## src/rtl/i2c_txn_seq.sv

```systemverilog
// Register-transaction sequencer for i2c_master: one start pulse runs a complete
// write (0-4 data bytes) or repeated-start read (1-4 bytes), from START through STOP.
module i2c_txn_seq #(
  parameter int TMO_CYCLES = 65535
) (
  input  logic        clk,
  input  logic        reset,
  input  logic        start,
  input  logic        rw,
  input  logic [6:0]  dev_addr,
  input  logic [7:0]  reg_addr,
  input  logic [2:0]  nbytes,
  input  logic [31:0] wdata,
  output logic        busy,
  output logic        done,
  output logic [1:0]  err,
  output logic [31:0] rdata,
  output logic [2:0]  i2c_cmd,
  output logic [7:0]  i2c_din,
  output logic        i2c_wr,
  input  logic        i2c_ready,
  input  logic        i2c_ack,
  input  logic [7:0]  i2c_dout,
  input  logic        i2c_done_tick
);
  localparam int TW = (TMO_CYCLES > 1) ? $clog2(TMO_CYCLES) : 1;
  localparam logic [TW-1:0] TMO_LAST = TW'(TMO_CYCLES - 1);

  localparam logic [2:0] CMD_START   = 3'b000;
  localparam logic [2:0] CMD_WR      = 3'b001;
  localparam logic [2:0] CMD_RD      = 3'b010;
  localparam logic [2:0] CMD_STOP    = 3'b011;
  localparam logic [2:0] CMD_RESTART = 3'b100;

  localparam logic [1:0] ERR_ADDR = 2'b01;
  localparam logic [1:0] ERR_DATA = 2'b10;
  localparam logic [1:0] ERR_TMO  = 2'b11;

  typedef enum logic [2:0] {S_IDLE, S_ISSUE, S_SETTLE, S_WAIT, S_DONE} state_t;
  typedef enum logic [2:0] {
    P_START, P_WDEV, P_WREG, P_WDATA, P_RESTART, P_RDEV, P_RD, P_STOP
  } phase_t;

  state_t        state_q, state_d;
  phase_t        phase_q, phase_d;
  logic          rw_q, rw_d;
  logic [6:0]    dev_q, dev_d;
  logic [7:0]    reg_q, reg_d;
  logic [31:0]   wdata_q, wdata_d;
  logic [2:0]    n_q, n_d;
  logic [1:0]    idx_q, idx_d;
  logic [TW-1:0] tmo_q, tmo_d;
  logic          nack_q, nack_d;
  logic          busy_q, busy_d;
  logic          done_q, done_d;
  logic [1:0]    err_q, err_d;
  logic [31:0]   rdata_q, rdata_d;
  logic [2:0]    cmd_q, cmd_d;
  logic [7:0]    din_q, din_d;
  logic          wr_q, wr_d;

  logic          last_byte;
  logic          nack_now;
  logic          tmo_hit;
  logic [TW-1:0] tmo_inc;
  logic [2:0]    n_clamp;

  assign last_byte = (({1'b0, idx_q} + 3'd1) == n_q);
  assign nack_now  = nack_q | (i2c_done_tick & i2c_ack);
  assign tmo_hit   = (tmo_q == TMO_LAST);
  assign tmo_inc   = tmo_q + TW'(1);

  always_comb begin
    state_d = state_q;
    phase_d = phase_q;
    rw_d    = rw_q;
    dev_d   = dev_q;
    reg_d   = reg_q;
    wdata_d = wdata_q;
    n_d     = n_q;
    idx_d   = idx_q;
    tmo_d   = tmo_q;
    nack_d  = nack_q;
    busy_d  = busy_q;
    done_d  = 1'b0;
    err_d   = err_q;
    rdata_d = rdata_q;
    cmd_d   = cmd_q;
    din_d   = din_q;
    wr_d    = 1'b0;

    n_clamp = (nbytes > 3'd4) ? 3'd4 : nbytes;
    if (rw && n_clamp == 3'd0) n_clamp = 3'd1;

    unique case (state_q)
      S_IDLE: begin
        if (start) begin
          rw_d    = rw;
          dev_d   = dev_addr;
          reg_d   = reg_addr;
          wdata_d = wdata;
          n_d     = n_clamp;
          idx_d   = 2'd0;
          rdata_d = '0;
          err_d   = '0;
          busy_d  = 1'b1;
          phase_d = P_START;
          tmo_d   = '0;
          state_d = S_ISSUE;
        end
      end

      S_ISSUE: begin
        unique case (phase_q)
          P_START:   cmd_d = CMD_START;
          P_WDEV:    begin cmd_d = CMD_WR; din_d = {dev_q, 1'b0}; end
          P_WREG:    begin cmd_d = CMD_WR; din_d = reg_q; end
          P_WDATA:   begin cmd_d = CMD_WR; din_d = wdata_q[{idx_q, 3'b000} +: 8]; end
          P_RESTART: cmd_d = CMD_RESTART;
          P_RDEV:    begin cmd_d = CMD_WR; din_d = {dev_q, 1'b1}; end
          // Only the final read byte carries the NACK flag
          P_RD:      begin cmd_d = CMD_RD; din_d = {7'd0, last_byte}; end
          P_STOP:    cmd_d = CMD_STOP;
          default:   cmd_d = cmd_q;
        endcase
        if (i2c_ready) begin
          wr_d    = 1'b1;
          nack_d  = 1'b0;
          state_d = S_SETTLE;
        end else if (tmo_hit) begin
          err_d   = ERR_TMO;
          state_d = S_DONE;
        end else begin
          tmo_d = tmo_inc;
        end
      end

      // The master needs a cycle to drop ready after the strobe
      S_SETTLE: begin
        tmo_d   = '0;
        state_d = S_WAIT;
      end

      S_WAIT: begin
        if (i2c_done_tick) begin
          if (phase_q == P_RD) rdata_d[{idx_q, 3'b000} +: 8] = i2c_dout;
          else if (i2c_ack) nack_d = 1'b1;
        end
        if (i2c_ready) begin
          tmo_d   = '0;
          state_d = S_ISSUE;
          unique case (phase_q)
            P_START: phase_d = P_WDEV;
            P_WDEV: begin
              if (nack_now) begin err_d = ERR_ADDR; phase_d = P_STOP; end
              else phase_d = P_WREG;
            end
            P_WREG: begin
              if (nack_now)        begin err_d = ERR_DATA; phase_d = P_STOP; end
              else if (rw_q)       phase_d = P_RESTART;
              else if (n_q == 3'd0) phase_d = P_STOP;
              else                 phase_d = P_WDATA;
            end
            P_WDATA: begin
              if (nack_now)       begin err_d = ERR_DATA; phase_d = P_STOP; end
              else if (last_byte) phase_d = P_STOP;
              else                idx_d = idx_q + 2'd1;
            end
            P_RESTART: phase_d = P_RDEV;
            P_RDEV: begin
              if (nack_now) begin err_d = ERR_ADDR; phase_d = P_STOP; end
              else phase_d = P_RD;
            end
            P_RD: begin
              if (last_byte) phase_d = P_STOP;
              else           idx_d = idx_q + 2'd1;
            end
            P_STOP:  state_d = S_DONE;
            default: state_d = S_DONE;
          endcase
        end else if (tmo_hit) begin
          err_d   = ERR_TMO;
          state_d = S_DONE;
        end else begin
          tmo_d = tmo_inc;
        end
      end

      S_DONE:  state_d = S_IDLE;
      default: state_d = S_IDLE;
    endcase

    if (state_d == S_DONE) begin
      busy_d = 1'b0;
      done_d = 1'b1;
    end
  end

  always_ff @(posedge clk) begin
    if (reset) begin
      state_q <= S_IDLE;
      phase_q <= P_START;
      rw_q    <= 1'b0;
      dev_q   <= '0;
      reg_q   <= '0;
      wdata_q <= '0;
      n_q     <= '0;
      idx_q   <= '0;
      tmo_q   <= '0;
      nack_q  <= 1'b0;
      busy_q  <= 1'b0;
      done_q  <= 1'b0;
      err_q   <= '0;
      rdata_q <= '0;
      cmd_q   <= '0;
      din_q   <= '0;
      wr_q    <= 1'b0;
    end else begin
      state_q <= state_d;
      phase_q <= phase_d;
      rw_q    <= rw_d;
      dev_q   <= dev_d;
      reg_q   <= reg_d;
      wdata_q <= wdata_d;
      n_q     <= n_d;
      idx_q   <= idx_d;
      tmo_q   <= tmo_d;
      nack_q  <= nack_d;
      busy_q  <= busy_d;
      done_q  <= done_d;
      err_q   <= err_d;
      rdata_q <= rdata_d;
      cmd_q   <= cmd_d;
      din_q   <= din_d;
      wr_q    <= wr_d;
    end
  end

  assign busy    = busy_q;
  assign done    = done_q;
  assign err     = err_q;
  assign rdata   = rdata_q;
  assign i2c_cmd = cmd_q;
  assign i2c_din = din_q;
  assign i2c_wr  = wr_q;

endmodule
```

## config.mk

```make
export PLATFORM = sky130hd
export DESIGN_NAME = i2c_txn_seq
export DESIGN_NICKNAME = d
export VERILOG_FILES = /design/src/rtl/i2c_txn_seq.sv
export SDC_FILE = /design/constraint.sdc
export NUM_CORES = 1
export LEC_CHECK = 0
export CORE_UTILIZATION = 50
export DETAILED_ROUTE_END_ITERATION = 12
export GPL_TIMING_DRIVEN = 0
export PLACE_DENSITY = 0.78
export SYNTH_ARGS = -nofsm -noshare
export SYNTH_HDL_FRONTEND = slang
export SYNTH_SLANG_ARGS = --single-unit
```

## constraint.sdc

```tcl
create_clock -name clk -period 3.63 [get_ports clk]
set_input_delay 0.363 -clock clk [delete_from_list [all_inputs] [get_ports clk]]
set_output_delay 0.363 -clock clk [all_outputs]
set_load 0.01 [all_outputs]
```

### Word-level counts from Yosys, hierarchy flattened

Index checks and enable logic that the tools add are counted.

* memory bits (writable): 0
* logic and storage cells: 129
* output and inout port bits: 48
* ROM bits: 0
* register bits after elaboration: 124
* bits in latches: 0
* input port bits: 65
* memories kept: 0

* eq/ne operators: 27
* reduce and logical (&&, ||, !) cells: 23
* bitwise logic cells: 3
* mux-type cells: 51
* $add $sub $neg: 4
* $lt $le $gt $ge: 1
* $mul: 0
* divide/modulo/power cells: 0
* shifts and indexed selects: 3

Operator list (number)
* $mux W32: 3
* $mux W16: 4
* $pmux W16 S4: 1
* $pmux W32 S2: 1
* $mux W3: 15
* $pmux W8 S5: 1
* $bwmux W32: 1
* $shift A8 B7 Y32 const A: 1
* $shiftx A32 B6 Y8: 1
* $shiftx A8 B7 Y32: 1
* $pmux W3 S7: 1
* $mux W2: 9
* $add A16 B1 Y16 const B: 1
* $eq A16 B16 Y1 const B: 1
* $ne A2 B2 Y1 const B: 8
* $eq A3 B3 Y1 const B: 5
* $pmux W3 S5: 1
* $eq A3 B2 Y1 const B: 4
* $logic_not A3 Y1: 4
* $ne A4 B4 Y1 const B: 3
* $pmux W2 S2: 3
* $pmux W3 S4: 1
* $reduce_and A5 Y1: 2
* $ne A8 B2 Y1 const B: 1
* other kinds (26): 39

### Longest topological paths before layout

* depth after elaboration: 7
* depth in mapped cells: 8
* gate-level depth less buffers: 6

### Least setup slack after synthesis

No wires, ideal clock.

* path kind: reg-to-reg
* start: register idx_q[0]
* end: register phase_q[2]
* period minus slack after synthesis: 2.293 ns
* buffers on the path: 2
* path slack: 1.337 ns
* library setup time: 0.101 ns
* required time: 3.529 ns
* stages on the path, launching flop included: 9
* arrival time: 2.192 ns
* cells stage by stage: dfxtp_1 -> buf_2 -> buf_4 -> inv_1 -> ha_1 -> xor2_1 -> nor3_1 -> o22ai_1 -> o41ai_1

* cells in the longest elaborated chain, start to end: 7

Ends and longest elaborated chain
* from (decl): line 51 `logic [1:0] idx_q, idx_d;`
* from (signal assigned): line 226 `idx_q <= idx_d;`
* $add A2 B1 Y3 *: line 68 `assign last_byte = (({1'b0, idx_q} + 3'd1) == n_q);`
* $eq A3 B3 Y1 *: line 68
* $mux W3 *
* $mux W3
* $pmux W3 S7 *
* $mux W3 *
* $pmux W3 S2 *
* to (signal assigned): line 220 `phase_q <= phase_d;`
* to (decl): line 45 `phase_t phase_q, phase_d;`

Every way passes the cells marked *; elsewhere a longest branch is shown, timed or not. The select of a mux whose other input is x is not followed.
A chain may end at the register's enable or synchronous reset.

### Worst setup path after layout

* start: register idx_q[1]
* end: register phase_q[2]

Same word-level chain as after synthesis.

==> impl_metrics.yaml <==
clock_tree:
  clk_pin_slew_ns: 0.06
  cts_tree: "built"
  post_cts_buffers: 0
  htreeDepth: 4
  clk_latency_ns: 0.41
  hold_buffers: 0
  cts_root_buffer: "clkbuf_16"
  cts_buffers: 17
  cts_buffer_depth: 2
  cts_repair_resize_count: 0
  cts_sinks: 124
grt:
  globalRouteOverflowTotal: 0
  use_met3: 0.0622
  grt_usage: 0.299
  use_met2: 0.486
  busiest_layer: "met2"
  grt_pass1_vias: 5438
  use_met1: 0.393
  grt_pass1_wl_um: 27100
  grt_max_degree: 17
  antenna_found_initial: 0
setup_path:
  startpoint_type: "register"
  critPathKind: "register to register"
  required_ns: 3.92
  r2r_cells: 7
  cp.arrival_ns: 3.29
  cp-end-kind: "register"
  crit_fanout: 10
floorplanning:
  start_util: 0.519
  die_h_um: 109
  coreArea_um2: 11000
  boundaryPins: 113
  std_cell_rows: 38
  dieArea_um2: 11800
  dieWidth_um: 109
pwr:
  power_density_nw_per_um2: 457
  combPwrFrac: 0.112
  pwr-share-seq: 0.418
  p_int_mw: 2.54
  p_leak_nw: 2.64
  ir_drop_uv: 284
  switching_share: 0.266
  p_sw_mw: 0.920
  power_frac_clock: 0.471
sta:
  hold_ws_ns: 0.451
  fin_skew_ns: 0.0101
  period_share: 0.826
  worst_pin_slew_ns: 0.787
  period_needed_ns: 3.00
  slew-limit-headroom: 0.469
  fin_setup_tns_ns: 0
  finalHoldViolCount: 0
  max_freq_mhz: 333
  grt_setup_unrepaired: "no"
  maxSlewViolCount: 0
  finalSetupViolations: 0
synthesis:
  netlist_top_cells_area: "dfxtp_1, nand2_1, a21oi_1"
  avgSynthCellArea_um2: 8.53
  ys_types: 72
  synth_edf_count: 0
  seq_area_frac_synth: 0.435
  synth_warnings: 0
  synthArstFlopShare: 0
  ys_ff_latch: 124
  synth_top_area_frac: 0.435
  syn_area_um2: 5710
  syn-num-nets: 740
  ys.flop_type: "dfxtp_1"
  yosys.area.top_type: "dfxtp_1"
  syn_inst: 669
final_layout:
  final_cell_mix: "nand2_1, dfxtp_1, clkdlybuf4s50_1"
  area_growth_pct: 32.7
  regArea_um2: 2480
  drive_above_1_share: 0.0984
  fillers: 892
  multi_input_area_um2: 2970
  final_common_cell: "nand2_1"
  nets: 871
  n_antenna_cell: 0
hold_path:
  hold_path_class: "register to register"
  hold_depth: 2
route:
  drt-initial-drc-count: 424
  num_vias: 5774
  drtAntennaViolNets: 0
  drc_errors: 0
  totalWireLength_um: 16900
  viasPerCell: 6.06
  wl_per_cell_um: 17.8
  firstDrtPassIters: 6
run_status:
  status: "finished clean"
placement:
  dp_hpwl_um: 11900
  io_buffers: 112
  gp_congestion: 0.893
job:
  timing.max_cap.violations: 0
==> sequential cells by signal, summed over array words and instances (netlist names), 7 cells and up <==
name     flops
wdata_q     32
rdata       32
tmo_q       16
i2c_din      8
reg_q        8
dev_q        7
==> power groups by stage <==
stage | Combinational, mW | Sequential, mW | Clock [mW]
4_1_cts | 0.380 | 1.44 | 1.64
3_3_place_gp | 0.367 | 1.47 | 0
5_1_grt | 0.417 | 1.45 | 1.70
6_report | 0.386 | 1.44 | 1.63
3_5_place_dp | 0.377 | 1.47 | 0
2_1_floorplan | 0.214 | 1.46 | 0
==> synth_stat cells, types with 9 or more instances <==
cell type / count
or4_1: 11
o31ai_1: 10
nor2_1: 18
nor3_1: 9
nand3_1: 44
clkbuf_1: 22
a21oi_1: 106
inv_1: 12
a211oi_1: 9
dfxtp_1: 124
buf_2: 15
nand2_1: 144
==> metrics by stage <==
stage               area, µm²   util  std cells  setup WS [ns]  power [mW]
CTS                      7570  0.690        953          0.790        3.46
global placement         7000  0.638        921           1.02        1.84
finish                   7570  0.690        953          0.630        3.46
floorplan                5710      -        669           1.34        1.68
global route             7570  0.690        953          0.544        3.57
detailed placement       7000  0.638        921          0.858        1.85
==> area by class of cell <==
class                           count  area share
Buffer                             44      0.0276
Clock buffer                       18      0.0580
Clock inverter                     14      0.0175
Inverter                           13     0.00644
Multi-Input combinational cell    488       0.392
Sequential cell                   124       0.328
Tap cell                          140      0.0231
Timing Repair Buffer              112       0.148
==> final timing paths <==
path                 to  startpoint  slack, ns
max          phase_q[2]    idx_q[1]       0.63
max reg2reg  phase_q[2]    idx_q[1]       0.63
min reg2reg    rdata[2]    rdata[2]       0.45
min            rdata[2]    rdata[2]       0.45
==> metal layers <==
metal	up-vias	wire length, µm
li1	2700	-
met4	0	274
met1	2752	7250
met5	-	0
met2	291	7960
met3	31	1450
==> logic make-up (layout without fill, tap and decap cells) <==
group / Yosys count / count (layout) / share of synthesized area
and+or+nand+nor: 286 / 286 / 0.264
DFF: 124 / 124 / 0.435
xor gates and xnor gates: 3 / 3 / 0.00461
buffers and inverters: 57 / 201 / 0.0452
adders and majority gates: 6 / 6 / 0.0132
muxes: 11 / 11 / 0.0368
AOI/OAI and AO/OA: 182 / 182 / 0.201
==> worst max-delay path, cell delays in order (launching register included) <==
cell	delay, ns
dfxtp_1	0.39
clkbuf_1	0.50
inv_1	0.15
ha_1	0.43
xor2_1	0.20
nor3_1	0.61
o22ai_1	0.18
o41ai_1	0.42
Power figures use the tool's default switching activity.
